==> config.mk <==
export PLATFORM = sky130hd
export DESIGN_NAME = reconf_seq
export DESIGN_NICKNAME = d
export VERILOG_FILES = /design/src/rtl/reconf_seq.sv
export SDC_FILE = /design/constraint.sdc
export NUM_CORES = 1
export LEC_CHECK = 0
export BUFFER_PORTS_ARGS = -buffer_cell sky130_fd_sc_hd__buf_2
export CORE_MARGIN = 2
export CORE_UTILIZATION = 53
export DETAILED_ROUTE_END_ITERATION = 10
export PLACE_DENSITY = 0.88
export SLEW_MARGIN = 10
export SYNTH_ARGS = -nofsm -noshare
export SYNTH_HDL_FRONTEND = slang
export SYNTH_SLANG_ARGS = --single-unit
export TNS_END_PERCENT = 5
==> constraint.sdc <==
create_clock -name DCLK -period 2.85 [get_ports DCLK]
set_input_delay 0.1425 -clock DCLK [delete_from_list [all_inputs] [get_ports DCLK]]
set_output_delay 0.1425 -clock DCLK [all_outputs]
set_load 0.005 [all_outputs]
==> src/rtl/reconf_seq.sv <==
// reconf_seq: PLL dynamic-reconfiguration sequencer.
//
// On a start request this block holds the PLL in reset, read-modify-writes
// NUM_REGS DRP registers (address/mask/value tables supplied as parameters),
// releases the PLL reset and waits for LOCKED. Every wait on the PLL is
// bounded. A DRDY or lock timeout aborts the run and raises a sticky ERR flag.
//
// Ports
//   DCLK     in   sole clock, rising edge
//   RSTN     in   synchronous active-low reset
//   SEN      in   start request (ignored while BUSY)
//   SRDY     out  one-cycle pulse: reconfiguration done and PLL locked
//   BUSY     out  high from start acceptance until SRDY or ERR
//   ERR      out  sticky timeout flag, cleared by the next accepted start
//   PLL_RST  out  PLL reset
//   LOCKED   in   PLL lock indicator
//   DADDR    out  DRP address (holds its value outside READ/WRITE)
//   DEN      out  DRP enable
//   DWE      out  DRP write enable
//   DI       out  DRP write data (holds its value outside WRITE)
//   DO       in   DRP read data
//   DRDY     in   DRP transaction complete
module reconf_seq #(
  parameter int           NUM_REGS     = 2,
  parameter logic [55:0]  ADDR_TABLE   = 56'h0,
  parameter logic [127:0] MASK_TABLE   = 128'h0,
  parameter logic [127:0] DATA_TABLE   = 128'h0,
  parameter int           DRDY_TIMEOUT = 16,
  parameter int           LOCK_TIMEOUT = 4096
) (
  input  logic        DCLK,
  input  logic        RSTN,
  input  logic        SEN,
  output logic        SRDY,
  output logic        BUSY,
  output logic        ERR,
  output logic        PLL_RST,
  input  logic        LOCKED,
  output logic [6:0]  DADDR,
  output logic        DEN,
  output logic        DWE,
  output logic [15:0] DI,
  input  logic [15:0] DO,
  input  logic        DRDY
);

  typedef enum logic [2:0] {
    IDLE,
    ASSERT_RST,
    READ,
    WAIT_RD,
    WRITE,
    WAIT_WR,
    RELEASE,
    WAIT_LOCK
  } state_t;

  localparam logic [2:0]  LAST_IDX = 3'(NUM_REGS - 1);
  localparam logic [31:0] DRDY_LIM = 32'(DRDY_TIMEOUT);
  localparam logic [31:0] LOCK_LIM = 32'(LOCK_TIMEOUT);

  state_t      state;
  logic [2:0]  idx;
  logic [31:0] wait_cnt;
  logic [31:0] wait_cnt_nxt;

  assign wait_cnt_nxt = wait_cnt + 32'd1;

  function automatic logic [6:0] addr_at(input logic [2:0] i);
    return ADDR_TABLE[int'(i)*7 +: 7];
  endfunction

  // Keep read-back bits where the mask is 1, take the table value elsewhere.
  function automatic logic [15:0] merge_at(input logic [2:0] i, input logic [15:0] rd);
    logic [15:0] m;
    logic [15:0] d;
    m = MASK_TABLE[int'(i)*16 +: 16];
    d = DATA_TABLE[int'(i)*16 +: 16];
    return (rd & m) | (d & ~m);
  endfunction

  // All outputs are registered: DEN/DWE/DADDR/DI are loaded on the edge that
  // enters READ or WRITE, so they are valid for exactly that state's cycle.
  // The read-back word is merged as it is captured from DO, so the DI
  // register itself serves as the read register for the following WRITE.
  // A DRDY/LOCKED seen in the same cycle the counter hits its limit is
  // tested first and therefore wins over the timeout.
  always_ff @(posedge DCLK) begin
    if (!RSTN) begin
      state    <= IDLE;
      idx      <= 3'd0;
      wait_cnt <= 32'd0;
      SRDY     <= 1'b0;
      BUSY     <= 1'b0;
      ERR      <= 1'b0;
      PLL_RST  <= 1'b0;
      DEN      <= 1'b0;
      DWE      <= 1'b0;
      DADDR    <= 7'd0;
      DI       <= 16'd0;
    end else begin
      SRDY <= 1'b0;
      DEN  <= 1'b0;
      DWE  <= 1'b0;
      case (state)
        IDLE: begin
          if (SEN) begin
            state   <= ASSERT_RST;
            idx     <= 3'd0;
            ERR     <= 1'b0;
            BUSY    <= 1'b1;
            PLL_RST <= 1'b1;
          end
        end
        ASSERT_RST: begin
          state <= READ;
          DEN   <= 1'b1;
          DADDR <= addr_at(idx);
        end
        READ: begin
          state    <= WAIT_RD;
          wait_cnt <= 32'd0;
        end
        WAIT_RD: begin
          wait_cnt <= wait_cnt_nxt;
          if (DRDY) begin
            state <= WRITE;
            DEN   <= 1'b1;
            DWE   <= 1'b1;
            DADDR <= addr_at(idx);
            DI    <= merge_at(idx, DO);
          end else if (wait_cnt_nxt == DRDY_LIM) begin
            state   <= IDLE;
            ERR     <= 1'b1;
            BUSY    <= 1'b0;
            PLL_RST <= 1'b0;
          end
        end
        WRITE: begin
          state    <= WAIT_WR;
          wait_cnt <= 32'd0;
        end
        WAIT_WR: begin
          wait_cnt <= wait_cnt_nxt;
          if (DRDY) begin
            if (idx == LAST_IDX) begin
              state   <= RELEASE;
              PLL_RST <= 1'b0;
            end else begin
              idx   <= idx + 3'd1;
              state <= READ;
              DEN   <= 1'b1;
              DADDR <= addr_at(idx + 3'd1);
            end
          end else if (wait_cnt_nxt == DRDY_LIM) begin
            state   <= IDLE;
            ERR     <= 1'b1;
            BUSY    <= 1'b0;
            PLL_RST <= 1'b0;
          end
        end
        RELEASE: begin
          state    <= WAIT_LOCK;
          wait_cnt <= 32'd0;
        end
        WAIT_LOCK: begin
          wait_cnt <= wait_cnt_nxt;
          if (LOCKED) begin
            state <= IDLE;
            SRDY  <= 1'b1;
            BUSY  <= 1'b0;
          end else if (wait_cnt_nxt == LOCK_LIM) begin
            state   <= IDLE;
            ERR     <= 1'b1;
            BUSY    <= 1'b0;
            PLL_RST <= 1'b0;
          end
        end
        default: state <= IDLE;
      endcase
    end
  end

endmodule

# --- Word-level counts from Yosys, hierarchy flattened ---
# Index checks and enable logic that the tools add are counted.
word_totals:
  wordCells: 101
  output_inout_bits: 29
  ff_bits: 67
  inputBits: 21
op_classes:
  n_eq_ne: 21
  reduce_logical: 18
  n_mux: 40
  multipliers: 2
  bitwise: 4
  shift: 3
  add_sub_neg: 2
op_table:
  columns: ["operator", "count"]
  rows:
  - ["128-bit by 8-bit indexed part select with 16-bit output (first input constant)", 1]
  - ["56-bit by 7-bit indexed part select with 7-bit output (first input constant)", 2]
  - ["32-bit one-hot mux with 2 select lines", 1]
  - ["32-bit by 1-bit adder with 32-bit output (second input constant)", 1]
  - ["16-bit bitwise AND", 2]
  - ["32-bit by 13-bit equality test with 1-bit output (second input constant)", 1]
  - ["32-bit by 5-bit equality test with 1-bit output (second input constant)", 1]
  - ["3-bit 2-to-1 mux", 10]
  - ["3-bit one-hot mux with 8 select lines", 1]
  - ["7-bit 2-to-1 mux", 3]
  - ["7-bit one-hot mux with 3 select lines", 1]
  - ["1-bit 2-to-1 mux", 19]
  - ["2-bit != test (second input constant)", 8]
  - ["16-bit inverter", 1]
  - ["16-bit OR", 1]
  - ["3-bit equality test (second input constant)", 4]
  - ["3-bit by 3-bit multiplier with 6-bit output (second input constant)", 2]
  - ["6-bit AND reduction", 2]
  - ["1-bit one-hot mux with 3 select lines", 3]
  - ["2-bit AND reduction", 4]
  - ["4-bit AND reduction", 2]
  - ["3-bit by 1-bit equality test with 1-bit output (second input constant)", 2]
  - ["3-bit by 2-bit equality test with 1-bit output (second input constant)", 2]
  - ["3-bit != test (second input constant)", 2]
  - ["11 further kinds", 14]

# --- Depth between registers and ports, before layout ---
# Gate-level depths: netlist of the first run.
logic_depth:
  ltp_word: 6
  ltp_mapped: 10
  ltp_nobuf: 9

# --- Worst setup path after synthesis of the first run ---
# Ideal clock, no wire load.
synth_timing:
  kind: "register -> register"
  startpoint: "reg wait_cnt[0]"
  endpoint: "reg PLL_RST"
  required_ns: 2.730
  path_buffers: 1
  t_arrival_ns: 3.019
  path_stages_with_launch: 11
  setup_time_ns: 0.120
  setup_slack_ns: -0.289
  synth_period_minus_slack_ns: 3.139
  path_cell_list: "dfxtp_1 ha_1 buf_4 nand4_2 or4_4 or4_4 a311oi_2 nand2_2 nor4_4 a21oi_1 o31a_1"
synth_between:
  elab_chain_cells: 5
  word_cells_on_any_way: 9
  cone_classes: "add/sub: 1; eq/ne: 3; mux: 4; reduce/logical: 1"
synth_lines:
  columns: ["item", "line", "text"]
  rows:
  - ["start: declaration", "64", "logic [31:0] wait_cnt;"]
  - ["start signal: assignment", "125", "wait_cnt <= wait_cnt_nxt;"]
  - ["start signal: assignment", "144", "wait_cnt <= wait_cnt_nxt;"]
  - ["start signal: assignment", "167", "wait_cnt <= wait_cnt_nxt;"]
  - ["32-bit by 1-bit adder with 32-bit output (*)", "67", "assign wait_cnt_nxt = wait_cnt + 32'd1;"]
  - ["32-bit by 5-bit equality test with 1-bit output", "132, 155", null]
  - ["1-bit 2-to-1 mux", null, null]
  - ["1-bit 2-to-1 mux, on equally long branches", null, null]
  - ["1-bit one-hot mux with 4 select lines", null, null]
  - ["end signal: assignment", "136", "PLL_RST <= 1'b0;"]
  - ["end signal: assignment", "148", "PLL_RST <= 1'b0;"]
  - ["end signal: assignment", "159", "PLL_RST <= 1'b0;"]
  - ["end: declaration", "37", "output logic PLL_RST,"]
# Every way passes the cells marked *; elsewhere a longest branch is shown, timed or not. The select of a mux whose other input is x is not followed.
# A chain may end at the register's enable or synchronous reset.

# --- Final worst setup path of the first run ---
layout_timing:
  startpoint: "reg wait_cnt[1]"
  endpoint: "reg state[2]"
layout_between:
  elab_chain_cells: 5
  word_cells_on_any_way: 9
  cone_classes: "add/sub: 1; eq/ne: 3; mux: 4; reduce/logical: 1"
layout_lines:
  columns: ["item", "line", "text"]
  rows:
  - ["32-bit by 1-bit adder with 32-bit output (*)", "67", null]
  - ["32-bit by 5-bit equality test with 1-bit output", "132, 155", null]
  - ["3-bit 2-to-1 mux", null, null]
  - ["3-bit 2-to-1 mux, on equally long branches", null, null]
  - ["3-bit one-hot mux with 8 select lines", null, null]
  - ["end signal: assignment", "133", "state <= IDLE;"]
  - ["end signal: assignment", "140", "state <= WAIT_WR;"]
  - ["end signal: assignment", "156", "state <= IDLE;"]
  - ["end: declaration", "62", "state_t state;"]
# Every way passes the cells marked *; elsewhere a longest branch is shown, timed or not.

==> results of run 1 <==
==> how the worst max path moves through the flow <==
stage                                       end
after global placement        BUSY$_SDFFE_PN0P_
after floorplan           state[2]$_SDFFE_PN0P_
after global routing      state[2]$_SDFFE_PN0P_
final                     state[2]$_SDFFE_PN0P_
after detailed placement      BUSY$_SDFFE_PN0P_
after CTS                 state[2]$_SDFFE_PN0P_
==> sequential cells by signal (all words and copies together), names as in the netlist <==
register	cells
PLL_RST	1
DEN	1
ERR	1
idx	3
BUSY	1
DWE	1
SRDY	1
wait_cnt	32
state	3
==> cells in the mapped netlist (3+ instances only) <==
| cell type | count |
|---|---|
| sky130_fd_sc_hd__dfxtp_1 | 44 |
| sky130_fd_sc_hd__nand2_1 | 41 |
| sky130_fd_sc_hd__nor2_1 | 32 |
| sky130_fd_sc_hd__buf_4 | 29 |
| sky130_fd_sc_hd__nor2b_1 | 29 |
| sky130_fd_sc_hd__a21oi_1 | 25 |
| sky130_fd_sc_hd__clkbuf_1 | 22 |
| sky130_fd_sc_hd__o21ai_0 | 22 |
| sky130_fd_sc_hd__nand3_1 | 21 |
| sky130_fd_sc_hd__nor3_1 | 20 |
| sky130_fd_sc_hd__nand4_1 | 12 |
| sky130_fd_sc_hd__nor4_1 | 12 |
| sky130_fd_sc_hd__a22oi_1 | 10 |
| sky130_fd_sc_hd__buf_2 | 10 |
| sky130_fd_sc_hd__or4_1 | 10 |
| sky130_fd_sc_hd__o31a_1 | 8 |
| sky130_fd_sc_hd__a21boi_0 | 7 |
| sky130_fd_sc_hd__and2_1 | 7 |
| sky130_fd_sc_hd__inv_1 | 7 |
| sky130_fd_sc_hd__mux2i_1 | 7 |
| sky130_fd_sc_hd__and3_1 | 6 |
| sky130_fd_sc_hd__xnor2_1 | 6 |
| sky130_fd_sc_hd__a21o_1 | 5 |
| sky130_fd_sc_hd__a2bb2oi_1 | 5 |
| sky130_fd_sc_hd__a31oi_1 | 5 |
| sky130_fd_sc_hd__and4_1 | 4 |
| sky130_fd_sc_hd__ha_1 | 4 |
| sky130_fd_sc_hd__nand2b_1 | 4 |
| sky130_fd_sc_hd__o21a_1 | 4 |
| sky130_fd_sc_hd__a31o_2 | 3 |
| sky130_fd_sc_hd__o2111ai_1 | 3 |
| sky130_fd_sc_hd__o31ai_1 | 3 |
| sky130_fd_sc_hd__or2_2 | 3 |
| sky130_fd_sc_hd__or3_1 | 3 |
==> routing by layer <==
| layer | vias up | GRT usage | wire length (µm) |
|---|---|---|---|
| met1 | 1775 | 0.323 | 4000 |
| met5 | - | 0 | 0 |
| met2 | 224 | 0.459 | 4930 |
| met3 | 62 | 0.0433 | 757 |
| li1 | 1762 | - | - |
| met4 | 0 | 0.128 | 368 |
==> critical path, stage by stage, from the launching register on <==
cell	delay [ns]
sky130_fd_sc_hd__dfxtp_4	0.37
sky130_fd_sc_hd__ha_4	0.15
sky130_fd_sc_hd__nand4_4	0.11
sky130_fd_sc_hd__or4_4	0.50
sky130_fd_sc_hd__or4_4	0.45
sky130_fd_sc_hd__a311oi_4	0.38
sky130_fd_sc_hd__nand2_2	0.17
sky130_fd_sc_hd__nor3_4	0.24
sky130_fd_sc_hd__a211oi_1	0.11
sky130_fd_sc_hd__o31a_1	0.29
==> layout make-up <==
class                           instances  share of cell area
Clock buffer                            7              0.0189
Clock inverter                          1             0.00124
Inverter                                8             0.00745
Multi-Input combinational cell        381               0.605
Sequential cell                        44               0.222
Tap cell                               77              0.0239
Timing Repair Buffer                   69               0.122
==> cells by family after synthesis <==
logic type | synth area share
mux | 0.0229
simple gates | 0.346
buf+inv | 0.115
compound gates | 0.230
other cells | 0.00105
fa+ha+maj | 0.0169
xor+xnor | 0.0197
flops | 0.248
==> timing repair <==
action	CTS	global route
cloned	0	0
endpoints found under the setup margin	6	8
pin swaps	2	5
resized for setup	5	11
setup buffers	0	3
==> through the flow <==
stage	setup WS (ns)	power [mW]	hold slack (ns)	cell area [µm²]
2_1_floorplan	0.0362	0.858	0.265	3660
3_3_place_gp	-0.0698	0.900	0.426	3850
3_5_place_dp	-0.176	0.912	0.440	3850
4_1_cts	-0.0493	1.30	0.120	3970
5_1_grt	-0.129	1.35	0.125	4030
6_report	-0.0376	1.30	0.122	4030
==> power breakdown <==
part | internal, mW | switching (mW)
logic | 0.0797 | 0.173
registers | 0.630 | 0.0246
clock network | 0.173 | 0.221
total | 0.883 | 0.419
==> impl_table.tex, run 1 <==
\begin{tabular}{lr}
\hline
Metric & Value \\
\hline
\multicolumn{2}{l}{\textbf{Timing}} \\
\quad Final Hold Fails & 0 \\
\quad Transition time at the pin with the least slew margin & roughly 0.69 ns \\
\quad Final critical delay including setup and external delays & about 2.9 ns \\
\quad Timing-limited maximum frequency & $\sim$0.35 GHz \\
\quad Rel. slew slack & 0.537 \\
\quad \# setup viols final & 3 \\
\quad Clock skew & between 0.01 and 0.015 ns \\
\quad Final number of max-transition violations & 0 \\
\quad RSZ-0062 raised after global routing & true \\
\quad Minimum setup slack in the final design & -0.0376 ns \\
\quad Post-route clock period utilization & 1.01 \\
\quad Total Neg Setup Slack & -0.0747 ns \\
\multicolumn{2}{l}{\textbf{Placement}} \\
\quad DP Wirelength & roughly 7000 µm \\
\quad Post-placement cell count & between 500 and 600 \\
\quad PortBufs & 10 \\
\quad RePlAce Congestion & 0.939 \\
\multicolumn{2}{l}{\textbf{Layout}} \\
\quad Most frequent cells in the layout & sky130\_fd\_sc\_hd\_\_buf\_4 (59), sky130\_fd\_sc\_hd\_\_nand2\_1 (41), sky130\_fd\_sc\_hd\_\_dfxtp\_1 (38) \\
\quad Final cell utilization of the core & 0.628 \\
\quad Nets & 534 \\
\quad Area growth from synthesis to layout & 13.4\% \\
\quad Commonest non-fill, non-tap cell in the layout & sky130\_fd\_sc\_hd\_\_buf\_4 \\
\quad Layout cells sized above 1 & 0.212 \\
\quad Diode insertion count for antenna repair & 0 \\
\quad Number of filler cells placed in the layout & 526 \\
\quad Total area of sequential cells & 893 µm² \\
\quad Final Instance Count excl. Fillers & 587 \\
\quad Multi-input gate area & approximately 0.0024 mm² \\
\multicolumn{2}{l}{\textbf{Route}} \\
\quad Number of remaining DRC errors & 0 \\
\quad Overall via count from detail\_route & 3823 \\
\quad Pre-Repair DR Iteration Count & 9 \\
\quad Avg Vias per Cell & approximately 6.5 \\
\quad DR iter-0 viols & 573 \\
\quad Final routed wirelength across all metal layers & 10100 µm \\
\quad Residual antenna-violating net count after detailed routing & 0 \\
\quad Drt wl/cell & between 15 and 20 µm \\
\multicolumn{2}{l}{\textbf{Worst setup path}} \\
\quad Worst reg2reg setup slack & -0.04 ns \\
\quad Count of cells along the worst register-to-register path & 9 \\
\quad Crit path capture type & flip-flop \\
\quad Data arrival at the endpoint of the critical path & $\sim$3.1 ns \\
\quad Setup crit start kind & flip-flop \\
\quad Critical path data required time & between 3 and 4 ns \\
\quad Crit path from & wait\_cnt[1]\$\_SDFFE\_PN0P\_ \\
\quad Start-to-end type of the worst setup path & reg -> reg \\
\quad Worst reg2reg endpoint & state[2]\$\_SDFFE\_PN0P\_ \\
\quad CP max FO & 3 \\
\quad Worst flop-to-flop path startpoint & wait\_cnt[1]\$\_SDFFE\_PN0P\_ \\
\multicolumn{2}{l}{\textbf{Yosys}} \\
\quad Number of enable-type register cells in the synthesized netlist & 0 \\
\quad Warnings from Yosys & 0 \\
\quad Predominant post-synthesis flop cell & sky130\_fd\_sc\_hd\_\_dfxtp\_1 \\
\quad Flops \& latches, synth & 44 \\
\quad Syn avg cell area & about 7.5 µm² \\
\quad Async SR Flop Fraction & 0 \\
\quad Sequential share of the synthesized area & 0.248 \\
\quad Share of the synthesized area in the top cell type & 0.248 \\
\quad Netlist Area Pre-Place & about 0.0036 mm² \\
\quad Number of distinct library cell variants in the gate-level netlist after synthesis & 69 \\
\quad Cell taking the most area after synthesis & sky130\_fd\_sc\_hd\_\_dfxtp\_1 \\
\quad Cell types with the largest area share after synthesis & sky130\_fd\_sc\_hd\_\_dfxtp\_1 (25\%), sky130\_fd\_sc\_hd\_\_buf\_4 (6.1\%), sky130\_fd\_sc\_hd\_\_nor2b\_1 (5.1\%) \\
\quad Post-synthesis cell count & 477 \\
\multicolumn{2}{l}{\textbf{Die}} \\
\quad Cell row count & 29 \\
\quad Initial core utilization & 0.553 \\
\quad Area of the core & between 0.006 and 0.007 mm² \\
\quad IO Pins & 50 \\
\quad Total Die Area & $\sim$0.0074 mm² \\
\quad Floorplan die height & between 80 and 90 µm \\
\quad Die X-Extent & 85.9 µm \\
\multicolumn{2}{l}{\textbf{Clock tree}} \\
\quad H-tree depth & 2 \\
\quad Clock root cell & sky130\_fd\_sc\_hd\_\_clkbuf\_8 \\
\quad Clock-pin slew on the worst setup and hold paths & approximately 0.090 ns \\
\quad Clk Latency, worst-skew pair & slightly above 0.3 ns \\
\quad CTS tree & done \\
\quad Hold-fix buffer count after cts & 0 \\
\quad Number of clock sinks seen by CTS & 44 \\
\quad Maximum number of buffers from clock root to sink & 2 \\
\quad CTS buffer count & 5 \\
\multicolumn{2}{l}{\textbf{Run status}} \\
\quad Violations in the final reports & negative setup slack \\
\quad Status & complete, but fails checks \\
\multicolumn{2}{l}{\textbf{Global route}} \\
\quad Number of global-route vias before repair & 3430 \\
\quad Total congestion overflow after global routing & 0 \\
\quad Wire length of the first global-routing pass & approximately 16000 µm \\
\quad Total Routing Usage GR & 0.267 \\
\quad Number of antenna violations at the first check in global routing & 0 \\
\quad Pin count of the biggest net entering global routing & 43 \\
\multicolumn{2}{l}{\textbf{Power and ir drop}} \\
\quad Power per cell area & roughly 320 mW/mm² \\
\quad Maximum ir drop on the vdd rail & 262 µV \\
\quad Static leakage & about 1.5 nW \\
\multicolumn{2}{l}{\textbf{Flow run}} \\
\quad MaxCap Viol Count & 0 \\
\multicolumn{2}{l}{\textbf{Hold path}} \\
\quad Worst Hold Launch & LOCKED \\
\quad Endpoint, Worst Hold & SRDY\$\_SDFF\_PN0\_ \\
\quad Hold Crit Depth & 3 \\
\quad Class of the most critical hold timing path & in -> reg \\
\hline
\end{tabular}
Note: power is estimated with default switching activity, not from simulation.
==> inputs of run 2 (changes only) <==
--- a/config.mk
+++ b/config.mk
@@ -5,11 +5,14 @@
 export SDC_FILE = /design/constraint.sdc
 export NUM_CORES = 1
 export LEC_CHECK = 0
+export ABC_AREA = 1
 export BUFFER_PORTS_ARGS = -buffer_cell sky130_fd_sc_hd__buf_2
+export CAP_MARGIN = 20
 export CORE_MARGIN = 2
-export CORE_UTILIZATION = 53
+export CORE_UTILIZATION = 52
 export DETAILED_ROUTE_END_ITERATION = 10
-export PLACE_DENSITY = 0.88
+export HOLD_SLACK_MARGIN = 0.02
+export PLACE_DENSITY = 0.87
 export SLEW_MARGIN = 10
 export SYNTH_ARGS = -nofsm -noshare
 export SYNTH_HDL_FRONTEND = slang
==> run 2 against run 1 <==
  * The flow now finishes without violations
  * First-iteration DRC count shrank 59%
  * Combinational power down 11%
  * Count of clock-buffer cells in the layout shrank 2
  * Maximum frequency increased by 17%
  * Utilization shrank 5.6 points
  * Die area fell by 5.5%
  * Largest cell class unchanged
  * Via count decreased by 16%
  * Non-clock buffer count fell by 57
  * Global-route usage is 5.5 points lower
==> impl_table.tex, run 2 <==
\begin{tabular}{lr}
\hline
Metric & Value \\
\hline
\multicolumn{2}{l}{\textbf{Layout}} \\
\quad Final cell utilization of the core & 0.572 \\
\quad Most frequent cells in the layout & sky130\_fd\_sc\_hd\_\_nand2\_1 (197), sky130\_fd\_sc\_hd\_\_nor2\_1 (70), sky130\_fd\_sc\_hd\_\_inv\_1 (48) \\
\quad Nets & 575 \\
\quad Largest registers & wait\_cnt x32, idx x3, state x3 \\
\quad Diode insertion count for antenna repair & 0 \\
\quad Number of flip-flops under the largest register name & 32 \\
\quad Final non-filler cell area & about 0.0034 mm² \\
\quad Area growth from synthesis to layout & 4.80\% \\
\quad Layout cells sized above 1 & 0.116 \\
\quad Commonest non-fill, non-tap cell in the layout & sky130\_fd\_sc\_hd\_\_nand2\_1 \\
\quad Number of filler cells placed in the layout & 600 \\
\quad Largest register by flop count & wait\_cnt \\
\quad Final Instance Count excl. Fillers & between 600 and 700 \\
\multicolumn{2}{l}{\textbf{Timing}} \\
\quad Final number of max-transition violations & 0 \\
\quad Final critical delay including setup and external delays & 2.47 ns \\
\quad RSZ-0062 raised after global routing & false \\
\quad Clock skew & between 0.003 and 0.004 ns \\
\quad Timing-limited maximum frequency & around 0.40 GHz \\
\quad Transition time at the pin with the least slew margin & about 1.0 ns \\
\quad Post-route clock period utilization & 0.868 \\
\quad Final Hold Fails & 0 \\
\quad Rel. slew slack & 0.311 \\
\quad Total Neg Setup Slack & 0 ns \\
\quad \# setup viols final & 0 \\
\multicolumn{2}{l}{\textbf{Worst setup path}} \\
\quad Data arrival at the endpoint of the critical path & 2.68 ns \\
\quad CP max FO & 6 \\
\quad Critical path data required time & around 3.1 ns \\
\quad Start-to-end type of the worst setup path & reg -> reg \\
\quad Setup crit start kind & flip-flop \\
\quad Crit path capture type & flip-flop \\
\multicolumn{2}{l}{\textbf{Yosys}} \\
\quad Number of distinct library cell variants in the gate-level netlist after synthesis & 35 \\
\quad Sequential share of the synthesized area & 0.268 \\
\quad Warnings from Yosys & 0 \\
\quad Predominant post-synthesis flop cell & sky130\_fd\_sc\_hd\_\_dfxtp\_1 \\
\quad Share of synthesized cell area in and, or, nand and nor gates & 0.488 \\
\quad Library cell with the highest instance count after synthesis & sky130\_fd\_sc\_hd\_\_nand2\_1 \\
\quad Ranking of synthesized cells by instance count & sky130\_fd\_sc\_hd\_\_nand2\_1 (197), sky130\_fd\_sc\_hd\_\_nor2\_1 (70), sky130\_fd\_sc\_hd\_\_inv\_1 (48) \\
\quad Adder-cell share of the synthesized area & 0.0152 \\
\quad Netlist Area Pre-Place & 0.00329 mm² \\
\quad Mux cell area share after synthesis & 0 \\
\quad Xor and xnor area share after synthesis & 0.0133 \\
\quad Number of enable-type register cells in the synthesized netlist & 0 \\
\quad Share of the synthesized area in compound gates (AO/OA/AOI/OAI) & 0.0906 \\
\quad Flops \& latches, synth & 44 \\
\quad Syn avg cell area & just over 6 µm² \\
\quad Share of the synthesized area in the top cell type & 0.268 \\
\quad Async SR Flop Fraction & 0 \\
\quad Post-synthesis cell count & between 500 and 600 \\
\quad Cell types with the largest area share after synthesis & sky130\_fd\_sc\_hd\_\_dfxtp\_1 (27\%), sky130\_fd\_sc\_hd\_\_nand2\_1 (22\%), sky130\_fd\_sc\_hd\_\_nor2\_1 (8.0\%) \\
\quad Largest family of logic cells by synthesized area & simple AND/OR/NAND/NOR gates \\
\quad Cell taking the most area after synthesis & sky130\_fd\_sc\_hd\_\_dfxtp\_1 \\
\multicolumn{2}{l}{\textbf{Die}} \\
\quad Floorplan die height & between 80 and 90 µm \\
\quad Total Die Area & 0.00697 mm² \\
\quad Die X-Extent & between 80 and 90 µm \\
\quad Initial core utilization & 0.545 \\
\quad Cell row count & 28 \\
\quad IO Pins & 50 \\
\quad Area of the core & roughly 0.006 mm² \\
\multicolumn{2}{l}{\textbf{Route}} \\
\quad Pre-Repair DR Iteration Count & 5 \\
\quad Drt wl/cell & approximately 12 µm \\
\quad Residual antenna-violating net count after detailed routing & 0 \\
\quad Avg Vias per Cell & just over 5 \\
\quad DR iter-0 viols & 234 \\
\quad Number of remaining DRC errors & 0 \\
\quad Final routed wirelength across all metal layers & roughly 7400 µm \\
\quad Overall via count from detail\_route & roughly 3200 \\
\multicolumn{2}{l}{\textbf{Clock tree}} \\
\quad Clock-pin slew on the worst setup and hold paths & approximately 0.080 ns \\
\quad CTS buffer count & 5 \\
\quad Clock root cell & sky130\_fd\_sc\_hd\_\_clkbuf\_8 \\
\quad Maximum number of buffers from clock root to sink & 2 \\
\quad H-tree depth & 2 \\
\quad Cts repair resizes & 0 \\
\quad Clk Latency, worst-skew pair & approximately 0.3 ns \\
\quad CTS tree & done \\
\quad Post-CTS setup repair buffer count & 0 \\
\quad Hold-fix buffer count after cts & 0 \\
\quad Number of clock sinks seen by CTS & 44 \\
\multicolumn{2}{l}{\textbf{Power and ir drop}} \\
\quad Power per cell area & 423 mW/mm² \\
\quad Maximum ir drop on the vdd rail & between 300 and 400 µV \\
\quad Power Total & 1.46 mW \\
\quad Static leakage & 1.50 nW \\
\multicolumn{2}{l}{\textbf{Placement}} \\
\quad PortBufs & 10 \\
\quad Post-placement cell count & slightly above 600 \\
\quad RePlAce Congestion & about 0.90 \\
\quad Area of placed instances & 0.00332 mm² \\
\quad DP Wirelength & around 5400 µm \\
\multicolumn{2}{l}{\textbf{Global route}} \\
\quad Total congestion overflow after global routing & 0 \\
\quad Total Routing Usage GR & 0.212 \\
\quad Pin count of the biggest net entering global routing & 36 \\
\quad Wire length of the first global-routing pass & approximately 12000 µm \\
\quad Number of global-route vias before repair & 2837 \\
\quad Number of antenna violations at the first check in global routing & 0 \\
\multicolumn{2}{l}{\textbf{Hold path}} \\
\quad Class of the most critical hold timing path & in -> reg \\
\multicolumn{2}{l}{\textbf{Flow run}} \\
\quad MaxCap Viol Count & 0 \\
\multicolumn{2}{l}{\textbf{Run status}} \\
\quad Status & finished, final reports clean \\
\hline
\end{tabular}
run 2: cell count changes in the layout (fill, tap and decap cells not counted), moves of 17 or more:
cell,change
sky130_fd_sc_hd__nand2_2,+17
sky130_fd_sc_hd__nor2_1,+40
sky130_fd_sc_hd__nand2_1,+156
sky130_fd_sc_hd__nor2b_1,-29
sky130_fd_sc_hd__inv_1,+41
sky130_fd_sc_hd__buf_4,-57
sky130_fd_sc_hd__nor3_1,-19
run 2: where the power goes:
part           internal (mW)  switching, mW
Clock                  0.345          0.226
Combinational         0.0669          0.158
Sequential             0.640         0.0194
Total                   1.05          0.404
run 2: final cells by class:
type	instances	area [µm²]	area share
clock buffers	5	68.8	0.0200
clock inverters	2	60.1	0.0174
inverters	50	188	0.0545
multi-input cells	437	2090	0.606
flip-flops and latches	44	881	0.256
well taps	75	93.8	0.0272
repair buffers	12	65.1	0.0189
run 2: kinds of logic after synthesis:
| group | count (synthesis) |
|---|---|
| flops | 44 |
| fa+ha+maj | 4 |
| simple gates | 351 |
| compound gates | 54 |
| xor+xnor | 5 |
| buf+inv | 83 |
| other cells | 1 |
run 2: critical path, stage by stage (launching register included):
cell	delay (ns)
sky130_fd_sc_hd__dfxtp_1	0.42
sky130_fd_sc_hd__ha_1	0.25
sky130_fd_sc_hd__nand3_1	0.14
sky130_fd_sc_hd__nor2_1	0.26
sky130_fd_sc_hd__and2_1	0.20
sky130_fd_sc_hd__nand2_1	0.06
sky130_fd_sc_hd__nand2_1	0.06
sky130_fd_sc_hd__nand2_1	0.07
sky130_fd_sc_hd__nor2_1	0.11
sky130_fd_sc_hd__nand2_1	0.11
sky130_fd_sc_hd__nor2_4	0.18
sky130_fd_sc_hd__nand3_4	0.13
sky130_fd_sc_hd__a21oi_2	0.16
sky130_fd_sc_hd__nand4_1	0.09
sky130_fd_sc_hd__nand2_1	0.11
sky130_fd_sc_hd__nor2_1	0.04
run 2: worst paths after layout:
check / slack [ns] / cells past startpoint / to / startpoint
hold reg to reg: 0.48 / 2 / ERR$_SDFFE_PN0P_ / ERR$_SDFFE_PN0P_
setup reg to reg: 0.38 / 15 / BUSY$_SDFFE_PN0P_ / wait_cnt[1]$_SDFFE_PN0P_
hold / removal: 0.09 / 3 / SRDY$_SDFF_PN0_ / LOCKED
setup / recovery: 0.38 / 15 / BUSY$_SDFFE_PN0P_ / wait_cnt[1]$_SDFFE_PN0P_
run 2: layer usage:
metal  share of wire  track usage  vias to the layer above
met5               0            0                        -
met4          0.0099       0.0543                        0
met3           0.059       0.0307                        9
met2            0.49        0.376                      103
met1            0.45        0.270                     1433
li1                -            -                     1660
run 2: per-stage QoR:
stage / setup WS, ns / hold slack (ns)
5_1_grt: 0.171 / 0.124
6_report: 0.376 / 0.0939
3_3_place_gp: 0.509 / 0.419
3_5_place_dp: 0.419 / 0.409
4_1_cts: 0.401 / 0.0863
2_1_floorplan: 0.754 / 0.279
